===== src/rtl/fpga_cfg_pkg.sv =====
// Shared types and constants for the FPGA configuration loader.
// Optional feature macro: FPGA_CFG_CHECKSUM_EN adds the CHECK state.
package fpga_cfg_pkg;

  typedef enum logic [3:0] {
    ST_IDLE,
    ST_SYNC0,
    ST_SYNC1,
    ST_COUNT,
    ST_LOAD,
    ST_WRITE,
`ifdef FPGA_CFG_CHECKSUM_EN
    ST_CHECK,
`endif
    ST_DONE,
    ST_ERR
  } cfg_state_e;

  localparam logic [3:0] CFG_SYNC0 = 4'hA;
  localparam logic [3:0] CFG_SYNC1 = 4'h5;

  function automatic int nib_per_frame(input int frame_w);
    return frame_w / 4;
  endfunction

endpackage


===== src/rtl/fpga_cfg_loader_pin_sync.sv =====
// Two-flop synchroniser for the configuration pin bundle
// {cfg_en, cfg_strb, cfg_data[3:0]} plus rising-edge detect on the strobe.
module cfg_pin_sync (
  input  logic       clk,
  input  logic       rst,
  input  logic [5:0] pin_in,
  output logic       en_s,
  output logic [3:0] data_s,
  output logic       nib_v
);

  logic [5:0] meta_q, meta_d;
  logic [5:0] sync_q, sync_d;
  logic       strb_prev_q, strb_prev_d;

  // each pin advances one stage along its chain every clock
  always_comb begin
    meta_d      = pin_in;
    sync_d      = meta_q;
    strb_prev_d = sync_q[4];
  end

  // synchroniser flops, cleared so stale pin history is dropped on reset
  always_ff @(posedge clk) begin
    if (rst) begin
      meta_q      <= '0;
      sync_q      <= '0;
      strb_prev_q <= 1'b0;
    end else begin
      meta_q      <= meta_d;
      sync_q      <= sync_d;
      strb_prev_q <= strb_prev_d;
    end
  end

  assign en_s   = sync_q[5];
  assign data_s = sync_q[3:0];
  assign nib_v  = sync_q[4] & ~strb_prev_q;

endmodule


===== src/rtl/fpga_cfg_loader.sv =====
// Nibble-serial configuration loader: hunts for sync A,5, reads a frame
// count, assembles frames MS nibble first and issues one write per frame.
// Optional feature macro: FPGA_CFG_CHECKSUM_EN (trailing XOR checksum nibble).
module fpga_cfg_loader
  import fpga_cfg_pkg::*;
#(
  parameter int FRAME_W    = 16,
  parameter int NUM_FRAMES = 8,
  parameter int ADDR_W     = 3
) (
  input  logic               clk,
  input  logic               rst,
  input  logic               cfg_en,
  input  logic               cfg_strb,
  input  logic [3:0]         cfg_data,
  output logic [ADDR_W-1:0]  frame_addr,
  output logic [FRAME_W-1:0] frame_data,
  output logic               frame_we,
  output logic               cfg_done,
  output logic               cfg_err
);

  localparam int NPF   = nib_per_frame(FRAME_W);
  localparam int CNT_W = $clog2(NPF + 1);

  logic       en_s;
  logic [3:0] data_s;
  logic       nib_v;

  cfg_pin_sync u_pin_sync (
    .clk    (clk),
    .rst    (rst),
    .pin_in ({cfg_en, cfg_strb, cfg_data}),
    .en_s   (en_s),
    .data_s (data_s),
    .nib_v  (nib_v)
  );

  cfg_state_e         state_q, state_d;
  logic [ADDR_W-1:0]  frame_addr_q, frame_addr_d;
  logic [FRAME_W-1:0] frame_data_q, frame_data_d;
  logic [3:0]         count_q, count_d;
  logic [CNT_W-1:0]   nib_cnt_q, nib_cnt_d;
  logic               pend_q, pend_d;
  logic [3:0]         pend_nib_q, pend_nib_d;
`ifdef FPGA_CFG_CHECKSUM_EN
  logic [3:0]         xor_q, xor_d;
`endif

  logic       nib_avail;
  logic [3:0] nib;
  logic       last_frame;

  assign nib_avail  = nib_v | pend_q;
  assign nib        = pend_q ? pend_nib_q : data_s;
  assign last_frame = (int'(frame_addr_q) == (int'(count_q) - 1));

  // next-state, frame assembly and checksum accumulation
  always_comb begin
    state_d      = state_q;
    frame_addr_d = frame_addr_q;
    frame_data_d = frame_data_q;
    count_d      = count_q;
    nib_cnt_d    = nib_cnt_q;
    pend_d       = 1'b0;
    pend_nib_d   = pend_nib_q;
`ifdef FPGA_CFG_CHECKSUM_EN
    xor_d        = xor_q;
`endif

    if (state_q == ST_WRITE && nib_v) begin
      pend_d     = 1'b1;
      pend_nib_d = data_s;
    end

    case (state_q)
      ST_IDLE: begin
        if (en_s) state_d = ST_SYNC0;
      end
      ST_SYNC0: begin
`ifdef FPGA_CFG_CHECKSUM_EN
        xor_d = '0;
`endif
        if (nib_avail && nib == CFG_SYNC0) state_d = ST_SYNC1;
      end
      ST_SYNC1: begin
`ifdef FPGA_CFG_CHECKSUM_EN
        xor_d = '0;
`endif
        if (nib_avail) begin
          if (nib == CFG_SYNC1)      state_d = ST_COUNT;
          else if (nib != CFG_SYNC0) state_d = ST_SYNC0;
        end
      end
      ST_COUNT: begin
        if (nib_avail) begin
          if (nib == 4'd0 || int'(nib) > NUM_FRAMES) begin
            state_d = ST_ERR;
          end else begin
            count_d      = nib;
            frame_addr_d = '0;
            nib_cnt_d    = '0;
`ifdef FPGA_CFG_CHECKSUM_EN
            xor_d        = xor_q ^ nib;
`endif
            state_d      = ST_LOAD;
          end
        end
      end
      ST_LOAD: begin
        if (nib_avail) begin
          frame_data_d = {frame_data_q[FRAME_W-5:0], nib};
`ifdef FPGA_CFG_CHECKSUM_EN
          xor_d        = xor_q ^ nib;
`endif
          if (nib_cnt_q == CNT_W'(NPF - 1)) begin
            nib_cnt_d = '0;
            state_d   = ST_WRITE;
          end else begin
            nib_cnt_d = nib_cnt_q + CNT_W'(1);
          end
        end
      end
      ST_WRITE: begin
        if (last_frame) begin
`ifdef FPGA_CFG_CHECKSUM_EN
          state_d = ST_CHECK;
`else
          state_d = ST_DONE;
`endif
        end else begin
          frame_addr_d = frame_addr_q + ADDR_W'(1);
          state_d      = ST_LOAD;
        end
      end
`ifdef FPGA_CFG_CHECKSUM_EN
      ST_CHECK: begin
        if (nib_avail) state_d = (nib == xor_q) ? ST_DONE : ST_ERR;
      end
`endif
      ST_DONE: state_d = ST_DONE;
      ST_ERR:  state_d = ST_ERR;
      default: state_d = ST_IDLE;
    endcase

    if (!en_s && state_q != ST_DONE) begin
      state_d = ST_IDLE;
      pend_d  = 1'b0;
    end
  end

  // state and datapath registers
  always_ff @(posedge clk) begin
    if (rst) begin
      state_q      <= ST_IDLE;
      frame_addr_q <= '0;
      frame_data_q <= '0;
      count_q      <= '0;
      nib_cnt_q    <= '0;
      pend_q       <= 1'b0;
      pend_nib_q   <= '0;
`ifdef FPGA_CFG_CHECKSUM_EN
      xor_q        <= '0;
`endif
    end else begin
      state_q      <= state_d;
      frame_addr_q <= frame_addr_d;
      frame_data_q <= frame_data_d;
      count_q      <= count_d;
      nib_cnt_q    <= nib_cnt_d;
      pend_q       <= pend_d;
      pend_nib_q   <= pend_nib_d;
`ifdef FPGA_CFG_CHECKSUM_EN
      xor_q        <= xor_d;
`endif
    end
  end

  assign frame_addr = frame_addr_q;
  assign frame_data = frame_data_q;
  assign frame_we   = (state_q == ST_WRITE);
  assign cfg_done   = (state_q == ST_DONE);
  assign cfg_err    = (state_q == ST_ERR);

endmodule


===== config.mk =====
export PLATFORM = sky130hd
export DESIGN_NAME = fpga_cfg_loader
export DESIGN_NICKNAME = d
export VERILOG_FILES = /design/src/rtl/fpga_cfg_pkg.sv /design/src/rtl/fpga_cfg_loader_pin_sync.sv /design/src/rtl/fpga_cfg_loader.sv
export SDC_FILE = /design/constraint.sdc
export NUM_CORES = 1
export LEC_CHECK = 0
export CORE_MARGIN = 4
export CORE_UTILIZATION = 50
export DETAILED_ROUTE_END_ITERATION = 6
export GPL_TIMING_DRIVEN = 0
export PLACE_DENSITY_LB_ADDON = 0.2
export SLEW_MARGIN = 20
export SYNTH_ARGS = -nofsm -noshare
export SYNTH_HDL_FRONTEND = slang
export SYNTH_SLANG_ARGS = --single-unit
export TNS_END_PERCENT = 100

===== constraint.sdc =====
create_clock -name clk -period 2.94 [get_ports clk]
set_clock_uncertainty 0.2 [all_clocks]
set_input_delay 0.441 -clock clk [delete_from_list [all_inputs] [get_ports clk]]
set_output_delay 0.441 -clock clk [all_outputs]
set_load 0.01 [all_outputs]

; Word level (Yosys, flattened, before mapping)
; Cells that the tools add are included.
[word_totals]
output_inout_bits = 22
latch_bits = 0
rom_bits = 0
elab_cells = 75
input_bits = 8
ramBits = 0
ff_bits = 48
memories = 0
[classes]
div = 0
order_cmp = 1
n_addsub = 3
eq_ne = 22
n_bitwise = 4
mux = 20
n_shift = 0
reduce_logical = 15
mul = 0
[op_table]
columns = operator, n
row1 = two-way mux 4 bit, 9
row2 = case mux 4 bit (8 select lines), 1
row3 = "== test 4 x 3 -> 1 bit, second input constant", 5
row4 = two-way mux 3 bit, 5
row5 = "inequality test 2 bit, second input constant", 7
row6 = case mux 3 bit (2 select lines), 2
row7 = "== test 4 x 2 -> 1 bit, second input constant", 2
row8 = zero test 4 bit, 2
row9 = AND reduction 4 bit, 2
row10 = AND reduction 7 bit, 1
row11 = "adder 3 x 1 -> 3 bit, second input constant", 2
row12 = == test 4 x 5 -> 1 bit, 1
row13 = "subtractor 4 x 1 -> 5 bit, second input constant", 1
row14 = "== test 4 x 1 -> 1 bit, second input constant", 1
row15 = "== test 4 bit, second input constant", 1
row16 = "> comparator 4 bit, second input constant", 1
row17 = two-way mux 2 bit, 2
row18 = "inequality test 4 x 3 -> 1 bit, second input constant", 1
row19 = "inequality test 4 bit, second input constant", 1
row20 = nonzero test 2 bit, 2
row21 = "== test 3 x 2 -> 1 bit, second input constant", 1
row22 = logical AND 1 bit, 3
row23 = "inequality test 3 bit, second input constant", 1
row24 = AND reduction 3 bit, 1
row25 = 9 further kinds, 10

; Logic depth before layout (Yosys ltp)
; Gate-level depths: netlist of run 1.
[logic_depth]
ltp_word = 6
mapped_depth = 8

; Hierarchy
; From an unflattened synthesis of run 1, not the netlist that was laid out.
[hier_totals]
hier_cells = 243
hier_area_um2 = 2152.1
[modules_own_cells]
columns = module, instances, area_each_um2, cells_per_inst
row1 = fpga_cfg_loader, 1, 1720.4, 211
row2 = cfg_pin_sync, 1, 431.7, 32

; Worst setup path before layout of run 1
; Ideal clock, no wire load.
[synth_timing]
kind = register -> register
start = register count_q[0]
end = register state_q[1]
path_slack_ns = 0.743
arrival_time_ns = 1.939
n_path_buf = 0
synth_period_minus_slack_ns = 2.197
t_required_ns = 2.682
path_stages_with_launch = 8
path_cell_list = dfxtp_1 > inv_1 > ha_1 > or3_1 > o32a_1 > a2111oi_4 > or2_2 > o221a_2
[synth_between]
elab_chain_len = 4
[synth_lines]
columns = item, line_no
row1 = "start, declared", fpga_cfg_loader.sv:42  ; logic [3:0] count_q, count_d;
row2 = "start signal, assigned", fpga_cfg_loader.sv:169  ; count_q <= count_d;
row3 = subtractor 4 x 1 -> 5 bit, fpga_cfg_loader.sv:56  ; assign last_frame = (int'(frame_addr_q) == (int'(count_q) - 1));
row4 = == test 4 x 5 -> 1 bit, fpga_cfg_loader.sv:56
row5 = two-way mux 2 bit, fpga_cfg_loader.sv:125  ; if (last_frame) begin
row6 = case mux 4 bit (8 select lines), fpga_cfg_loader.sv:76  ; case (state_q)
row7 = "end signal, assigned", fpga_cfg_loader.sv:166  ; state_q <= state_d;
row8 = "end, declared", fpga_cfg_loader.sv:39  ; cfg_state_e state_q, state_d;
; No other way between the ends.
; A chain may end at the register's enable or synchronous reset.

; Final worst setup path of run 1
[layout_timing]
start = register state_q[0]
end = output port frame_we
[layout_between]
elab_chain_len = 1
[layout_lines]
columns = item, line_no
row1 = == test 4 x 3 -> 1 bit, fpga_cfg_loader.sv:181  ; assign frame_we = (state_q == ST_WRITE);
row2 = "end, declared", fpga_cfg_loader.sv:18  ; output logic frame_we,
; No other way between the ends.

==> results of run 1 <==
## layer usage
layer	wire length (um)	vias to the layer above
li1	-	919
met1	1929	839
met2	2148	47
met3	271	9
met4	76	0
met5	0	-
## through the flow
stage          worst slack (ps)  utilization [%]  instance area (um2)  total power (W)  std cells
3_3_place_gp              375.3            60.59                 2441        0.0007088        322
6_report                  251.5            63.42                 2555         0.001186        329
3_5_place_dp              372.1            60.59                 2441        0.0007102        322
4_1_cts                   30.78            63.48                 2557         0.001194        330
5_1_grt                   106.2            63.42                 2555         0.001226        329
2_1_floorplan             742.5                -                 2088        0.0006899        243
## placed cells by master, fill, tap and decap left out, drive strengths merged, types with 3 or more instances in the layout
cell type / synthesis / routed
a211oi: 4 / 4
a21oi: 24 / 24
buf: 4 / 4
clkbuf: 9 / 13
clkdlybuf4s50: 0 / 29
dfxtp: 47 / 47
ha: 3 / 3
inv: 9 / 10
mux2i: 4 / 4
nand2: 35 / 35
nand3b: 4 / 4
nor2: 20 / 20
nor2b: 16 / 16
nor3: 6 / 6
nor3b: 3 / 3
o2111ai: 3 / 3
o21ai: 9 / 9
or2: 4 / 4
or3: 4 / 4
## worst max-delay path by stage
stage               start    endpoint  cells after the start  slack, ps
2_1_floorplan  count_q[0]  state_q[1]                      7        740
3_3_place_gp   state_q[0]    frame_we                      6        380
3_5_place_dp   state_q[0]    frame_we                      6        370
4_1_cts        state_q[0]    frame_we                      6         30
5_1_grt        state_q[0]    frame_we                      5        110
6_report       state_q[0]    frame_we                      5        250
## logic make-up after synthesis
logic type,Yosys count
AOI/OAI and AO/OA,56
xor gates and xnor gates,3
adders and majority gates,3
buffers and inverters,22
DFF,47
muxes,6
and+or+nand+nor,106
## where the power goes
| part | internal, W | total [W] | switching [W] |
|---|---|---|---|
| Combinational | 0.0000204 | 0.0000468 | 0.0000264 |
| Sequential | 0.000644 | 0.000649 | 0.00000433 |
| Clock | 0.000258 | 0.000490 | 0.000233 |
| Total | 0.000922 | 0.00119 | 0.000263 |
## synth_stat cells, types with 2 or more instances
library cell,instances,area [um2]
nor2_1,20,75.07
clkbuf_1,9,33.78
inv_1,9,33.78
buf_2,2,10.01
dfxtp_1,47,940.9
o21bai_1,2,15.01
mux2i_1,4,40.04
o2111ai_1,3,26.28
ha_1,3,37.54
a211oi_1,4,30.03
xnor2_1,2,17.52
or3_1,4,25.02
a21oi_1,24,120.1
nand2_1,35,131.4
or2_2,4,25.02
nand3b_1,4,30.03
or3b_2,2,17.52
nor3b_1,3,22.52
nor2b_1,16,100.1
a31oi_1,2,12.51
o21ai_0,9,45.04
nor3_1,5,25.02
nand2b_1,2,12.51
nor4b_1,2,17.52
mux2_2,2,22.52
o32ai_1,2,17.52
## worst reg2reg max path, cell delays in order (launching register included)
cell       delay [ps]
dfxtp_1           390
inv_1              90
ha_1              210
or3_1             310
o32a_1            370
a2111oi_4         370
or2_2             210
o221a_2           180
## state kept, by name (all words and copies together), names as in the netlist
signal,cells
count_q,4
frame_addr,3
frame_data,16
nib_cnt_q,3
pend_nib_q,4
pend_q,1
state_q,3
u_pin_sync.meta_q,6
u_pin_sync.strb_prev_q,1
u_pin_sync.sync_q,6
## area by class of cell
cell class                      instances  share of cell area (%)
Multi-Input combinational cell        174                   41.43
Buffer                                 12                   2.008
Clock buffer                            5                   2.693
Tap cell                               50                   2.449
Sequential cell                        47                   36.88
Timing Repair Buffer                   29                   11.36
Clock inverter                          3                   1.861
Inverter                                9                   1.322
==> key figures, run 1 <==
Route
  – Drt drc: 0
  – Wire per inst: 13.45 um
  – Post-route ant nets: 0
  – Avg Vias per Cell: 5.514
  – Router iterations before antenna repair: 4
  – Routed vias: 1814
  – Initial DRC Count: 107
  – Total wire length: 4426 um

Synthesis
  – Post-synth ARST share: 0%
  – Cell area after synthesis: 0.002088 mm2
  – Area share of fa/ha/maj cells after synthesis: 1.797%
  – Cells after synthesis: 243
  – Largest family of logic cells by synthesized area: simple AND/OR/NAND/NOR gates
  – Post-synth cell types: 48
  – Synth Area in XOR/XNOR: 1.258%
  – Synth Flop Type: dfxtp_1
  – Post-Syn Area per Cell: 8.594 um2
  – Synth Area in Compound Gates: 18.27%
  – Post-Synth Simple-Gate Area: 26.36%
  – Sequential share of the synthesized area: 45.06%
  – Synthesis-stage register bit count: 47
  – Yosys warning total: 0
  – Post-synthesis mux area share: 2.996%
  – Post-synth EDFFs: 0
  – Syn_nets: 254

Worst setup path
  – CP Max Fanout: 10
  – CP arrival: 2050 ps
  – Worst Path Class, Setup: reg2out
  – FF-to-FF End: state_q[1]
  – Crit path required time: 2300 ps
  – Worst R2R Start: count_q[0]
  – Crit-path cells: nand2_1 -> or2_2 -> clkbuf_1 -> inv_1 -> clkdlybuf4s50_1
  – Max incr delay on CP: 550 ps
  – CP bufs+invs: 3
  – R2R setup slack: 550 ps
  – Delay-heaviest family, CP: buffers and inverters
  – Worst r2r path cells: 7
  – Critical path endpoint category: output port
  – Slowest-stage cell, CP: clkdlybuf4s50_1
  – Startpoint types: register

Layout
  – Multi-input gate area in the final layout: 0.001059 mm2
  – Fillers: 367
  – Nets: 289
  – Share of cells above drive strength 1: 9.319%
  – Ant diodes: 0
  – Area Growth Syn to Fin: 22.35%
  – Storage cell area: 942.2 um2

Global routing
  – Vias in the first global route: 1719
  – Initial antenna violation count: 0
  – Congestion Overflow GR: 0
  – All-Layer GR Usage: 18.81%
  – Maximum number of pins on one net before global-route repair: 17
  – GR peak layer: met2
  – First-pass GRT wire length: 7707 um
  – Global routing usage on met2: 30.66%
  – Met1 usage: 23.17%
  – M3 GR Usage: 5.923%

STA
  – Final Max Tran Viols: 0
  – Post-route setup TNS: 0 ps
  – Max-slew headroom: 63.45%
  – Unrepaired setup endpoints after global routing: false
  – Slew @ Worst Pin: 533.1 ps
  – Fin crit period: 2689 ps
  – Final Setup Violations: 0
  – Final worst path period share: 91.45%
  – Fin. Hold Viols: 0
  – Final hold slack: 245.1 ps
  – Max Clk Rate: 0.3720 GHz

Outcome
  – Status: finished clean

Floorplan
  – Initial Utilization: 51.83%
  – Die X: 72.63 um
  – Core area: 0.004029 mm2
  – I/O pins: 30
  – Die ar.: 0.005274 mm2
  – # rows: 23
  – Die height: 72.63 um

Hold path
  – Hold Path Depth: 1
  – Hold path start: u_pin_sync.meta_q[2]
  – Hold-critical path endpoint: u_pin_sync.sync_q[2]
  – Hold crit path type: reg2reg

Place
  – Port buffer count: 29
  – Post-DP HPWL: 3275 um
  – Routability cong.: 0.9081

Clock network
  – Clock slew at reported path FFs: 90 ps
  – TritonCTS Sinks: 47
  – Skew-Pair Late Insertion Delay: 310 ps
  – CTS Hold Buffers Added: 0
  – CTS max path bufs: 2
  – Root Buffer: clkbuf_8
  – Post-CTS sizing: 0
  – H-tree levels: 2
  – Total CTS buffers: 5
  – Setup bufs post-CTS: 0
  – CTS tree: yes

Flow run
  – Max_cap viols: 0

Pwr
  – Leakage dissipation: 0.8619 nW
  – Max rail drop VDD: 0.3706 mV
  – Pwr/cell area: 464.1 mW/mm2
(Power assumes the default switching activity.)
==> inputs of run 2 (changes only) <==
==> constraint.sdc (replaced) <==
create_clock -name clk -period 3.4 [get_ports clk]
set_clock_uncertainty 0.2 [all_clocks]
set_input_delay 0.51 -clock clk [delete_from_list [all_inputs] [get_ports clk]]
set_output_delay 0.51 -clock clk [all_outputs]
set_load 0.01 [all_outputs]
==> run 2 against run 1 <==
Wire length grew 0.20%. Hold slack is essentially flat. Critical path depth grew 1. Via count grew 0.17%. Power shrank 14%. Die area is the same. Clock-buffer cell count is the same. Register-to-register slack gained 460 ps. Combinational power shrank 13%. Utilization grew 0.062 points. First-iteration DRC count grew 3.7%. Critical path type unchanged. Largest cell class unchanged. Largest power group unchanged. Highest routed layer unchanged.
==> key figures, run 2 (synthesized netlist as in run 1, its figures left out) <==
Pwr
  – Switch Pwr: 0.0002278 W
  – Max rail drop VDD: 0.3224 mV
  – Sw Share: 22.22%
  – Clk pwr share: 41.4%
  – Seq pwr share: 54.7%
  – Pint: 0.0007977 W
  – Logic pwr share: 4.0%
  – Pwr/cell area: 401.0 mW/mm2
  – Leakage dissipation: 0.8626 nW

Global routing
  – All-Layer GR Usage: 18.81%
  – Met1 usage: 23.17%
  – Initial antenna violation count: 0
  – First-pass GRT wire length: 7707 um
  – Maximum number of pins on one net before global-route repair: 17
  – Vias in the first global route: 1719
  – M3 GR Usage: 5.923%
  – Global routing usage on met2: 30.66%
  – GR peak layer: met2
  – Congestion Overflow GR: 0

Clock network
  – Setup bufs post-CTS: 0
  – H-tree levels: 2
  – CTS max path bufs: 2
  – Clock slew at reported path FFs: 90 ps
  – Root Buffer: clkbuf_8
  – Skew-Pair Late Insertion Delay: 310 ps
  – Post-CTS sizing: 0
  – TritonCTS Sinks: 47
  – Total CTS buffers: 5
  – CTS Hold Buffers Added: 0
  – CTS tree: yes

Route
  – Initial DRC Count: 111
  – Drt drc: 0
  – Avg Vias per Cell: 5.506
  – Total wire length: 4435 um
  – Post-route ant nets: 0
  – Router iterations before antenna repair: 4
  – Wire per inst: 13.44 um
  – Routed vias: 1817

STA
  – Fin crit period: 2974 ps
  – Final Max Tran Viols: 0
  – Unrepaired setup endpoints after global routing: false
  – Max Clk Rate: 0.3363 GHz
  – Max-slew headroom: 62.28%
  – Post-route setup TNS: 0 ps
  – Final Setup Violations: 0
  – Final worst path period share: 87.47%
  – Slew @ Worst Pin: 550.0 ps
  – Fin. Hold Viols: 0

Outcome
  – Status: finished clean

Worst setup path
  – CP bufs+invs: 4
  – Crit path required time: 2690 ps
  – Slowest-stage cell, CP: clkdlybuf4s50_1
  – Delay-heaviest family, CP: buffers and inverters
  – Crit-path cells: clkbuf_1 -> nand2_1 -> or2_2 -> clkbuf_1 -> inv_1 -> clkdlybuf4s50_1
  – CP Max Fanout: 10
  – Critical path endpoint category: output port
  – Cell repeated most along the worst path: clkbuf_1
  – Worst Path Class, Setup: reg2out
  – Startpoint types: register
  – CP arrival: 2260 ps
  – Max incr delay on CP: 550 ps

Floorplan
  – I/O pins: 30
  – # rows: 23
  – Die ar.: 0.005274 mm2
  – Initial Utilization: 51.83%
  – Die height: 72.63 um
  – Die X: 72.63 um
  – Core area: 0.004029 mm2

Layout
  – Most common cell after layout, fill and taps aside: dfxtp_1
  – Core Util, Final: 63.48%
  – Ant diodes: 0
  – Storage cell area: 940.9 um2
  – Nets: 290
  – Max reg flops: 16
  – Fillers: 367
  – Multi-input gate area in the final layout: 0.001059 mm2
  – Area Growth Syn to Fin: 22.47%
  – Share of cells above drive strength 1: 8.929%
  – Most frequent cells in the layout: 47 x dfxtp_1, 35 x nand2_1, 29 x clkdlybuf4s50_1, 24 x a21oi_1, 20 x nor2_1

Place
  – Port buffer count: 29
  – Post-DP HPWL: 3275 um
  – Routability cong.: 0.9081

Hold path
  – Hold crit path type: reg2reg

Flow run
  – Max_cap viols: 0
## run 2: cell count changes in the layout (fill, tap and decap cells not counted)
cell	delta
dfxtp_1	+1
dfxtp_2	-1
clkbuf_1	+1
## run 2: path summary, 6_finish.rpt
path                                      startpoint  cells after the start  slack [ps]                    to
worst max-delay path                      state_q[0]                      6         430              frame_we
worst min-delay path            u_pin_sync.meta_q[2]                      1         250  u_pin_sync.sync_q[2]
worst max register to register            count_q[0]                      7        1010            state_q[1]
worst min register to register  u_pin_sync.meta_q[2]                      1         250  u_pin_sync.sync_q[2]
## run 2: layout make-up
class | count | share of cell area [%]
tap | 50 | 2.446
sequential | 47 | 36.79
inverter | 9 | 1.321
timing repair buffer | 29 | 11.35
buffer | 13 | 2.153
multi-input combinational | 174 | 41.39
clock inverter | 3 | 1.859
clock buffer | 5 | 2.691
## run 2: worst register-to-register path, stage by stage, from the launching register on
cell	delay [ps]
dfxtp_1	390
inv_1	90
ha_1	210
or3_1	310
o32a_1	370
a2111oi_4	370
or2_2	210
o221a_2	180
## run 2: metal layers
layer	up-vias	wire (um)
li1	919	-
met1	839	1901
met2	50	2147
met3	9	310
met4	0	76
met5	-	0
## run 2: metrics by stage
stage	hold slack, ps	setup slack, ps	cells	cell area, um2	power [W]
after floorplan	213.8	1203	243	2088	0.0005966
after global placement	216.9	766.3	322	2441	0.0006129
after CTS	253.4	421.8	330	2557	0.001033
final	245.1	426.2	330	2557	0.001025
after detailed placement	232.3	763.1	322	2441	0.0006141
after global routing	266.1	217.3	330	2557	0.001060
## run 2: power by group through the flow
stage          sequential, W  clock (W)  combinational [W]
2_1_floorplan       0.000572          0          0.0000243
3_3_place_gp        0.000573          0          0.0000399
3_5_place_dp        0.000574          0          0.0000406
4_1_cts             0.000561   0.000431          0.0000409
5_1_grt             0.000562   0.000453          0.0000456
6_report            0.000561   0.000424          0.0000407
